### src/rtl/rr_select_arbiter16_if.sv
// Bundle of request/release inputs and grant outputs for the 16-slot select-mux arbiter.
// Bit 15-s of req/done/gnt belongs to mux slot s.
interface rr_select_arbiter16_if;
  logic [15:0] req;
  logic [15:0] done;
  logic [3:0]  sel;
  logic [15:0] gnt;
  logic        gnt_valid;
  logic        preempt;

  modport master (output req, done, input sel, gnt, gnt_valid, preempt);
  modport slave  (input req, done, output sel, gnt, gnt_valid, preempt);
endinterface

### src/rtl/rr_select_arbiter16.sv
// Round-robin owner selection for the shared MSB-first 16:1 mux, with optional
// hold-limit preemption. All outputs come straight from flops.
module rr_select_arbiter16 #(
  parameter int MAX_HOLD = 16,
  parameter int HOLD_W   = 8
) (
  input  logic                  clk,
  input  logic                  reset,
  rr_select_arbiter16_if.slave  bus
);
  typedef enum logic {IDLE, BUSY} state_t;

  state_t              state_q, state_d;
  logic [3:0]          last_q, last_d;
  logic [3:0]          sel_q, sel_d;
  logic [15:0]         gnt_q, gnt_d;
  logic                gnt_valid_q, gnt_valid_d;
  logic                preempt_q, preempt_d;
  logic [HOLD_W-1:0]   cnt_q, cnt_d;

  logic       hit;
  logic [3:0] hit_slot;
  logic [3:0] slot;
  logic       own_req, own_done, timeout, release_now;

  // First requesting slot strictly after the last owner, wrapping at 16.
  always_comb begin
    hit      = 1'b0;
    hit_slot = '0;
    slot     = '0;
    for (int i = 1; i <= 16; i++) begin
      slot = last_q + 4'(i);
      if (!hit && bus.req[4'd15 - slot]) begin
        hit      = 1'b1;
        hit_slot = slot;
      end
    end
  end

  assign own_req     = bus.req[4'd15 - sel_q];
  assign own_done    = bus.done[4'd15 - sel_q];
  assign timeout     = (MAX_HOLD != 0) && (cnt_q == HOLD_W'(MAX_HOLD - 1));
  assign release_now = own_done || !own_req || timeout;

  always_comb begin
    state_d     = state_q;
    last_d      = last_q;
    sel_d       = sel_q;
    gnt_d       = gnt_q;
    gnt_valid_d = gnt_valid_q;
    preempt_d   = 1'b0;
    cnt_d       = cnt_q;
    case (state_q)
      IDLE: begin
        if (hit) begin
          state_d     = BUSY;
          sel_d       = hit_slot;
          gnt_d       = 16'h8000 >> hit_slot;
          gnt_valid_d = 1'b1;
          last_d      = hit_slot;
          cnt_d       = '0;
        end
      end
      BUSY: begin
        if (release_now) begin
          state_d     = IDLE;
          gnt_d       = '0;
          gnt_valid_d = 1'b0;
          // Timeout only counts as preemption when the owner had not let go anyway.
          preempt_d   = timeout && own_req && !own_done;
        end else if (cnt_q != {HOLD_W{1'b1}}) begin
          cnt_d = cnt_q + 1'b1;
        end
      end
      default: state_d = IDLE;
    endcase
  end

  always_ff @(posedge clk or posedge reset) begin
    if (reset) begin
      state_q     <= IDLE;
      last_q      <= 4'd15;
      sel_q       <= '0;
      gnt_q       <= '0;
      gnt_valid_q <= 1'b0;
      preempt_q   <= 1'b0;
      cnt_q       <= '0;
    end else begin
      state_q     <= state_d;
      last_q      <= last_d;
      sel_q       <= sel_d;
      gnt_q       <= gnt_d;
      gnt_valid_q <= gnt_valid_d;
      preempt_q   <= preempt_d;
      cnt_q       <= cnt_d;
    end
  end

  assign bus.sel       = sel_q;
  assign bus.gnt       = gnt_q;
  assign bus.gnt_valid = gnt_valid_q;
  assign bus.preempt   = preempt_q;
endmodule

### src/flat_wrapper.sv
// flat-port wrapper written by rule: the top's interface ports become plain ports
module rr_select_arbiter16_flat 
#(
  parameter int MAX_HOLD = 16,
  parameter int HOLD_W   = 8
)
  (clk, reset, bus_req, bus_done, bus_sel, bus_gnt, bus_gnt_valid, bus_preempt);
  rr_select_arbiter16_if bus_i ();
  input  logic clk;
  input  logic reset;
  input wire logic [$bits(bus_i.req)-1:0] bus_req;
  input wire logic [$bits(bus_i.done)-1:0] bus_done;
  output wire logic [$bits(bus_i.sel)-1:0] bus_sel;
  output wire logic [$bits(bus_i.gnt)-1:0] bus_gnt;
  output wire logic [$bits(bus_i.gnt_valid)-1:0] bus_gnt_valid;
  output wire logic [$bits(bus_i.preempt)-1:0] bus_preempt;
  assign bus_i.req = bus_req;
  assign bus_i.done = bus_done;
  assign bus_sel = bus_i.sel;
  assign bus_gnt = bus_i.gnt;
  assign bus_gnt_valid = bus_i.gnt_valid;
  assign bus_preempt = bus_i.preempt;
  rr_select_arbiter16 #(.MAX_HOLD(MAX_HOLD), .HOLD_W(HOLD_W)) u_core (.clk(clk), .reset(reset), .bus(bus_i));
endmodule
### config.mk
export PLATFORM = sky130hd
export DESIGN_NAME = rr_select_arbiter16_flat
export DESIGN_NICKNAME = d
export VERILOG_FILES = /design/src/rtl/rr_select_arbiter16_if.sv /design/src/rtl/rr_select_arbiter16.sv /design/src/flat_wrapper.sv
export SDC_FILE = /design/constraint.sdc
export NUM_CORES = 1
export LEC_CHECK = 0
export CAP_MARGIN = 20
export CORE_MARGIN = 5
export CORE_UTILIZATION = 56
export DETAILED_ROUTE_END_ITERATION = 10
export GPL_ROUTABILITY_DRIVEN = 0
export PLACE_DENSITY = 0.79
export SYNTH_ARGS = -nofsm -noshare
export SYNTH_HDL_FRONTEND = slang
export SYNTH_SLANG_ARGS = --single-unit
### constraint.sdc
create_clock -name clk -period 5.4 [get_ports clk]
set_input_delay 1.62 -clock clk [delete_from_list [all_inputs] [get_ports clk]]
set_output_delay 1.62 -clock clk [all_outputs]
set_load 0.01 [all_outputs]
# ---- Word-level counts from Yosys, hierarchy flattened
# Cells that the tools add are included.
dict set report word_totals {
  ff_bits 35
  inputBits 34
  word_cells 187
}
dict set report op_classes {
  n_addsub 33
  order_cmp 17
  n_eq_ne 6
  shifts 1
  muxes 83
  bitwise_logic 1
  n_reduce_logical 39
}
# cell count
set op_table {}
lappend op_table {{$lt A4 B5 Y1 const B} 17}
lappend op_table {{$bmux W1 S4} 18}
lappend op_table {{$sub A4 B4 Y4 const A} 17}
lappend op_table {{$mux W4} 16}
lappend op_table {{$mux W1} 40}
lappend op_table {{$add A4 B4 Y4 const B} 8}
lappend op_table {{$mux W16} 2}
lappend op_table {{$pmux W16 S2} 1}
lappend op_table {{$mux W8} 3}
lappend op_table {{$logic_and A1 B1 Y1} 17}
lappend op_table {{$logic_not A1 Y1} 17}
lappend op_table {{$add A4 B3 Y4 const B} 4}
lappend op_table {{$pmux W8 S2} 1}
lappend op_table {{$shr A16 B4 Y16 const A} 1}
lappend op_table {{$add A4 B2 Y4 const B} 2}
lappend op_table {{$add A8 B1 Y8 const B} 1}
lappend op_table {{$eq A8 B4 Y1 const B} 1}
lappend op_table {{$ne A8 B8 Y1 const B} 1}
lappend op_table {{$ne A2 B2 Y1 const B} 3}
lappend op_table {{$add A4 B1 Y4 const B} 1}
lappend op_table {{$pmux W1 S2} 2}
lappend op_table {{$reduce_and A2 Y1} 2}
lappend op_table {{$reduce_and A3 Y1} 1}
lappend op_table {{$logic_or A1 B1 Y1} 2}
lappend op_table {{2 further kinds} 2}

# ---- Logic depth before layout (Yosys ltp)
dict set report depth {
  ltp_word 53
  mapped_depth 17
  mapped_depth_nobuf 11
}

# ---- Worst setup path after synthesis
# No wires, ideal clock.
dict set report synth_path {
  kind {register -> register}
  from {register u_core.last_q[1]}
  to {register u_core.gnt_q[0], in the netlist u_core.bus.gnt[0]}
  arrival_ns 4.794
  t_required_ns 5.290
  path_slack_ns 0.496
  path_stages_with_launch 14
  path_buffers 3
  period_less_slack_ns 4.904
  path_cell_list {dfstp_2 clkbuf_1 inv_1 ha_1 clkbuf_1 clkbuf_1 mux4_2 mux4_2 or3_1 or4_4 or4_4 nand4_2 nand4_4 o41ai_1}
}
dict set report synth_via {
  elab_chain_cells 53
  elab_cells_between_ends 130
  cone_classes {add/sub: 31; eq/ne: 1; shift: 1; mux: 66; reduce/logical: 31}
}
# item line_no
set synth_lines {}
lappend synth_lines {{start, declared} rr_select_arbiter16.sv:14} ;# logic [3:0] last_q, last_d;
lappend synth_lines {{start signal, assigned} rr_select_arbiter16.sv:90} ;# last_q <= last_d;
lappend synth_lines {{$add A4 B1 Y4} rr_select_arbiter16.sv:32} ;# slot = last_q + 4'(i);
lappend synth_lines {{$sub A4 B4 Y4} rr_select_arbiter16.sv:33} ;# if (!hit && bus.req[4'd15 - slot]) begin
lappend synth_lines {{$bmux W1 S4} rr_select_arbiter16.sv:33}
lappend synth_lines {{$mux W1 (implied by the code)} rr_select_arbiter16.sv:33}
lappend synth_lines {{$mux W1} rr_select_arbiter16.sv:33}
lappend synth_lines {{$logic_not A1 Y1} rr_select_arbiter16.sv:33}
lappend synth_lines {{$logic_and A1 B1 Y1} rr_select_arbiter16.sv:33}
lappend synth_lines {{$mux W1} rr_select_arbiter16.sv:33}
lappend synth_lines {{[... 37 more ...]} --}
lappend synth_lines {{$logic_and A1 B1 Y1} rr_select_arbiter16.sv:33}
lappend synth_lines {{$mux W1} rr_select_arbiter16.sv:33}
lappend synth_lines {{$logic_not A1 Y1} rr_select_arbiter16.sv:33}
lappend synth_lines {{$logic_and A1 B1 Y1} rr_select_arbiter16.sv:33}
lappend synth_lines {{$mux W4} rr_select_arbiter16.sv:33}
lappend synth_lines {{$shr A16 B4 Y16} rr_select_arbiter16.sv:58} ;# gnt_d = 16'h8000 >> hit_slot;
lappend synth_lines {{$mux W16} rr_select_arbiter16.sv:55} ;# if (hit) begin
lappend synth_lines {{$pmux W16 S2} rr_select_arbiter16.sv:53} ;# case (state_q)
lappend synth_lines {{end signal, assigned} rr_select_arbiter16.sv:92} ;# gnt_q <= gnt_d;
lappend synth_lines {{end, declared} rr_select_arbiter16.sv:16} ;# logic [15:0] gnt_q, gnt_d;
# Parallel ways exist; a longest one is shown, timed or not. The select of a mux whose other input is x is not followed.
# A chain may end at the register's enable or synchronous reset.

# ---- Worst setup path in the final report
dict set report layout_path {
  from {input port bus_req[3]}
  to {register u_core.gnt_q[10], in the netlist u_core.bus.gnt[10]}
}
dict set report layout_via {
  elab_chain_cells 51
  elab_cells_between_ends 105
  cone_classes {eq/ne: 2; shift: 1; mux: 68; reduce/logical: 34}
}
# item line_no
set layout_lines {}
lappend layout_lines {{start, declared} flat_wrapper.sv:11} ;# input wire logic [$bits(bus_i.req)-1:0] bus_req;
lappend layout_lines {{$bmux W1 S4} rr_select_arbiter16.sv:33}
lappend layout_lines {{$mux W1 (implied by the code)} rr_select_arbiter16.sv:33}
lappend layout_lines {{$mux W1} rr_select_arbiter16.sv:33}
lappend layout_lines {{$logic_not A1 Y1} rr_select_arbiter16.sv:33}
lappend layout_lines {{$logic_and A1 B1 Y1} rr_select_arbiter16.sv:33}
lappend layout_lines {{$mux W1} rr_select_arbiter16.sv:33}
lappend layout_lines {{$logic_not A1 Y1} rr_select_arbiter16.sv:33}
lappend layout_lines {{$logic_and A1 B1 Y1} rr_select_arbiter16.sv:33}
lappend layout_lines {{[... 35 more ...]} --}
lappend layout_lines {{$logic_and A1 B1 Y1} rr_select_arbiter16.sv:33}
lappend layout_lines {{$mux W1} rr_select_arbiter16.sv:33}
lappend layout_lines {{$logic_not A1 Y1} rr_select_arbiter16.sv:33}
lappend layout_lines {{$logic_and A1 B1 Y1} rr_select_arbiter16.sv:33}
lappend layout_lines {{$mux W4} rr_select_arbiter16.sv:33}
lappend layout_lines {{$shr A16 B4 Y16} rr_select_arbiter16.sv:58}
lappend layout_lines {{$mux W16} rr_select_arbiter16.sv:55}
lappend layout_lines {{$pmux W16 S2} rr_select_arbiter16.sv:53}
# Parallel ways exist; a longest one is shown, timed or not. The select of a mux whose other input is x is not followed.

==> summary.md <==
| Metric | Value |
|---|---|
| Area Overhead vs Synth | 23.0% |
| Critical path origin | bus_req[3] |
| H-tree depth | 2 |
| CP max stage delay | ~0.65 ns |
| Cells on worst reg2reg path | 10 |
| Top delay family on crit path | multiplexers |
| Sequential fraction of the synthesis area | roughly 23% |
| Synth Area in Adders | a little under 3% |
| Slew headroom | about two fifths |
| Post-synth cell types | 60 |
| # DRC | 0 |
| Core ar. | 6790 sq um |
| Design Area, Final | 4810 sq um |
| Status | complete, no violations |
| Crit path kind | input pin to flip-flop |
| Die Width | between 90 and 100 um |
| CTS tree | built |
| Post-synthesis mux area share | 25.4% |
| Yosys top cell area share | between 10% and 20% |
| Largest net degree at the start of global routing | 36 |
| Synth Area in Compound Gates | approximately 22% |
| DR vias | between 4000 and 5000 |
| Ys Warns | 0 |
| Mapped Nets | slightly below 500 |
| Most used cell, CP | buf_4 |
| Hold WS | approximately 0.48 ns |
| Ports | 56 |
| Post-CTS repair timing setup buffer count | 0 |
| Arrival time at the worst endpoint | 5.35 ns |
| Clock period minus worst slack | 5.17 ns |
| Syn Inst Count | between 400 and 500 |
| XOR/XNOR Fraction of Synth Area | between 3 and 4% |
| R2R setup slack | around 0.64 ns |
| Largest family of logic cells by synthesized area | multiplexers |
| Crit end category | flip-flop |
| CP required | roughly 5.6 ns |
| Dominant cell type by area after synthesis | dfrtp_1 |
| Total grt overflow | 0 |
| Placed inst area | approximately 4700 sq um |
| Die Y | about 94 um |
| # Max-Cap Violations | 0 |
| Setup Slack @ Placement | -0.0693 ns |
| Synth top area cells | dfrtp_1, mux4_2, mux2i_1 |
| CP Depth | 11 |
| Cts-stage hold buffer count | 0 |
| Asr flop ratio synth | between 90% and 100% |
| Buffers & Inverters on Critical Path | 3 |
| Cells along the critical path | clkdlybuf4s50_1 > mux4_1 > mux4_2 > nand3b_1 > buf_4 > nor4_1 > buf_4 > a21boi_0 > o31ai_1 > and3_1 > o41ai_1 |
| RR Startpoint | u_core.last_q[1]$_DFFE_PP1P_ |
| Max frequency | roughly 190 MHz |
| Root Driver | clkbuf_8 |
| Number of CTS-inserted buffers | 5 |
| Met3 Use GR | 5.23% |
| Post-synth EDFFs | 0 |
| First-pass GRT wire length | 19200 um |
| Initial drt markers | 411 |
| Top Usage Layer GRT | met2 |
| Antenna Nets Post-Route | 0 |
| CTS resizes | 0 |
| Layout cells sized above 1 | 18.0% |
| Unrepaired setup endpoints after global routing | false |
| Most common cell in the netlist | nand2_1 |
| Skew final | about 0.0083 ns |
| Mapped Area | between 3000 and 4000 sq um |
| Reg clk slew, reported paths | 0.07 ns |
| Critical path's slowest cell | mux4_1 |
| Fin nets | 552 |
| PortBufs | 55 |
| Final Hold Viols | 0 |
| Wirelength per Cell | 19.5 um |
| Number of clock sinks | 35 |
| Reg2Reg Capture Point | u_core.bus.gnt[6]$_DFFE_PP0P_ |
| Fin crit share | a little over nine tenths |
| Area fraction in and, or, nand and nor cells after synthesis | between 10% and 20% |
| Effective utilization at floorplan | between 50% and 60% |
| Flops & latches, synth | 35 |
| Synth Flop Type | dfrtp_1 |
| Vias per inst | roughly 6.7 |
| Post-Place Cells | 598 |
| Worst Tran Pin Value | ~0.87 ns |
| GR Util met2 | between 40% and 50% |
| CP Capture Point | u_core.bus.gnt[10]$_DFFE_PP0P_ |
| Setup ws final | 0.227 ns |
| Initial antenna violation count | 0 |
| Post-detail-place hpwl | 8940 um |
| Syn avg cell area | 8.87 sq um |
| Max Slew Vio Count | 0 |
| Setup violators final | 0 |
| Hold Crit Class | flip-flop to flip-flop |
| Critical Path Start Type | input pin |
| Worst-Skew Late Latency | ~0.28 ns |
| Drt first pass iters | 5 |
| Total Routing Usage GR | between 20% and 30% |
| Vias in the first global route | around 3800 |
| Row count | 30 |
| Non-Filler Instances | between 600 and 700 |
| Routed WL | around 12000 um |
| Synth top cells by count | nand2_1, dfrtp_1, mux2i_1, a21oi_1, mux4_2 |
| M1 GR Usage | approximately two fifths |
| Maximum clock path buffer count | 2 |
| Area of the die | about 9000 sq um |
| Worst Path Max Fanout | 10 |
| Ant diodes | 0 |
==> registers in the layout, summed over array words and instances, names as in the netlist <==
name and flops:
u_core.bus.gnt 16, u_core.cnt_q 8, u_core.bus.sel 4, u_core.last_q 4, u_core.bus.gnt_valid 1, u_core.bus.preempt 1, u_core.state_q 1
==> area by class of cell <==
cell class | count | area (sq um)
clock buffer | 6 | 72.6
clock inverter | 2 | 37.5
fill | 549 | 1990
inverter | 18 | 67.6
multi-input combinational | 364 | 2850
sequential | 35 | 881
tap | 96 | 120
timing repair buffer | 85 | 776
==> tightest hold or removal path: stages (launching register included) <==
cell	delay (ns)
dfrtp_1	0.34
nand2_1	0.05
o41ai_1	0.05
==> placed cells by master, fill, tap and decap left out, types with 3 or more instances in the layout <==
cell	count
o211ai_1	6
a31o_2	3
o31ai_1	6
xnor2_1	10
a21oi_1	24
dfstp_2	4
nand2_1	58
o32ai_1	5
nand3b_1	3
o22ai_1	5
o41ai_1	17
buf_4	30
mux4_2	23
nand4_1	3
nand2b_1	7
a31oi_1	4
o21ai_0	17
a2111oi_0	6
nor2_1	22
o221ai_1	3
nor3_1	18
ha_1	9
dfrtp_1	31
xor2_1	6
nand3_1	18
clkbuf_8	5
mux2_2	14
nor4_1	5
inv_1	18
mux2i_1	29
a21o_1	3
clkdlybuf4s50_1	55
nor2b_1	4
==> per-layer routing <==
metal / up-vias / wire length (um)
li1: 1851 / -
met1: 1942 / 4960
met2: 221 / 5660
met3: 20 / 1050
met4: 0 / 116
met5: - / 0
==> through the flow <==
step | utilization (%) | setup TNS (ns)
final | 70.8 | 0
after global routing | 70.8 | 0
after CTS | 70.8 | 0
after detailed placement | 69.2 | -0.419
after global placement | 69.2 | 0
after floorplan | - | 0
==> how the worst min path moves through the flow <==
stage | startpoint | to | cells past startpoint | slack [ns]
6_report | u_core.bus.gnt[15]$_DFFE_PP0P_ | u_core.bus.gnt[15]$_DFFE_PP0P_ | 2 | 0.48
5_1_grt | u_core.bus.gnt[7]$_DFFE_PP0P_ | u_core.bus.gnt[7]$_DFFE_PP0P_ | 2 | 0.52
4_1_cts | u_core.bus.gnt[15]$_DFFE_PP0P_ | u_core.bus.gnt[15]$_DFFE_PP0P_ | 2 | 0.49
3_5_place_dp | u_core.bus.gnt[8]$_DFFE_PP0P_ | u_core.bus.gnt[8]$_DFFE_PP0P_ | 2 | 0.46
3_3_place_gp | u_core.bus.gnt[15]$_DFFE_PP0P_ | u_core.bus.gnt[15]$_DFFE_PP0P_ | 2 | 0.46
2_1_floorplan | u_core.cnt_q[0]$_DFFE_PP0P_ | u_core.cnt_q[0]$_DFFE_PP0P_ | 1 | 0.49
==> kinds of logic (layout without fill, tap and decap cells) <==
logic type                 after synthesis  count (layout)
xor gates and xnor gates                16              16
adders and majority gates                9               9
and+or+nand+nor                        150             150
buffers and inverters                   42             111
AOI/OAI and AO/OA                      122             122
DFF                                     35              35
muxes                                   67              67
Power is not shown: default switching activity piles up to over one toggle a cycle in this logic, so the estimate is an artifact.
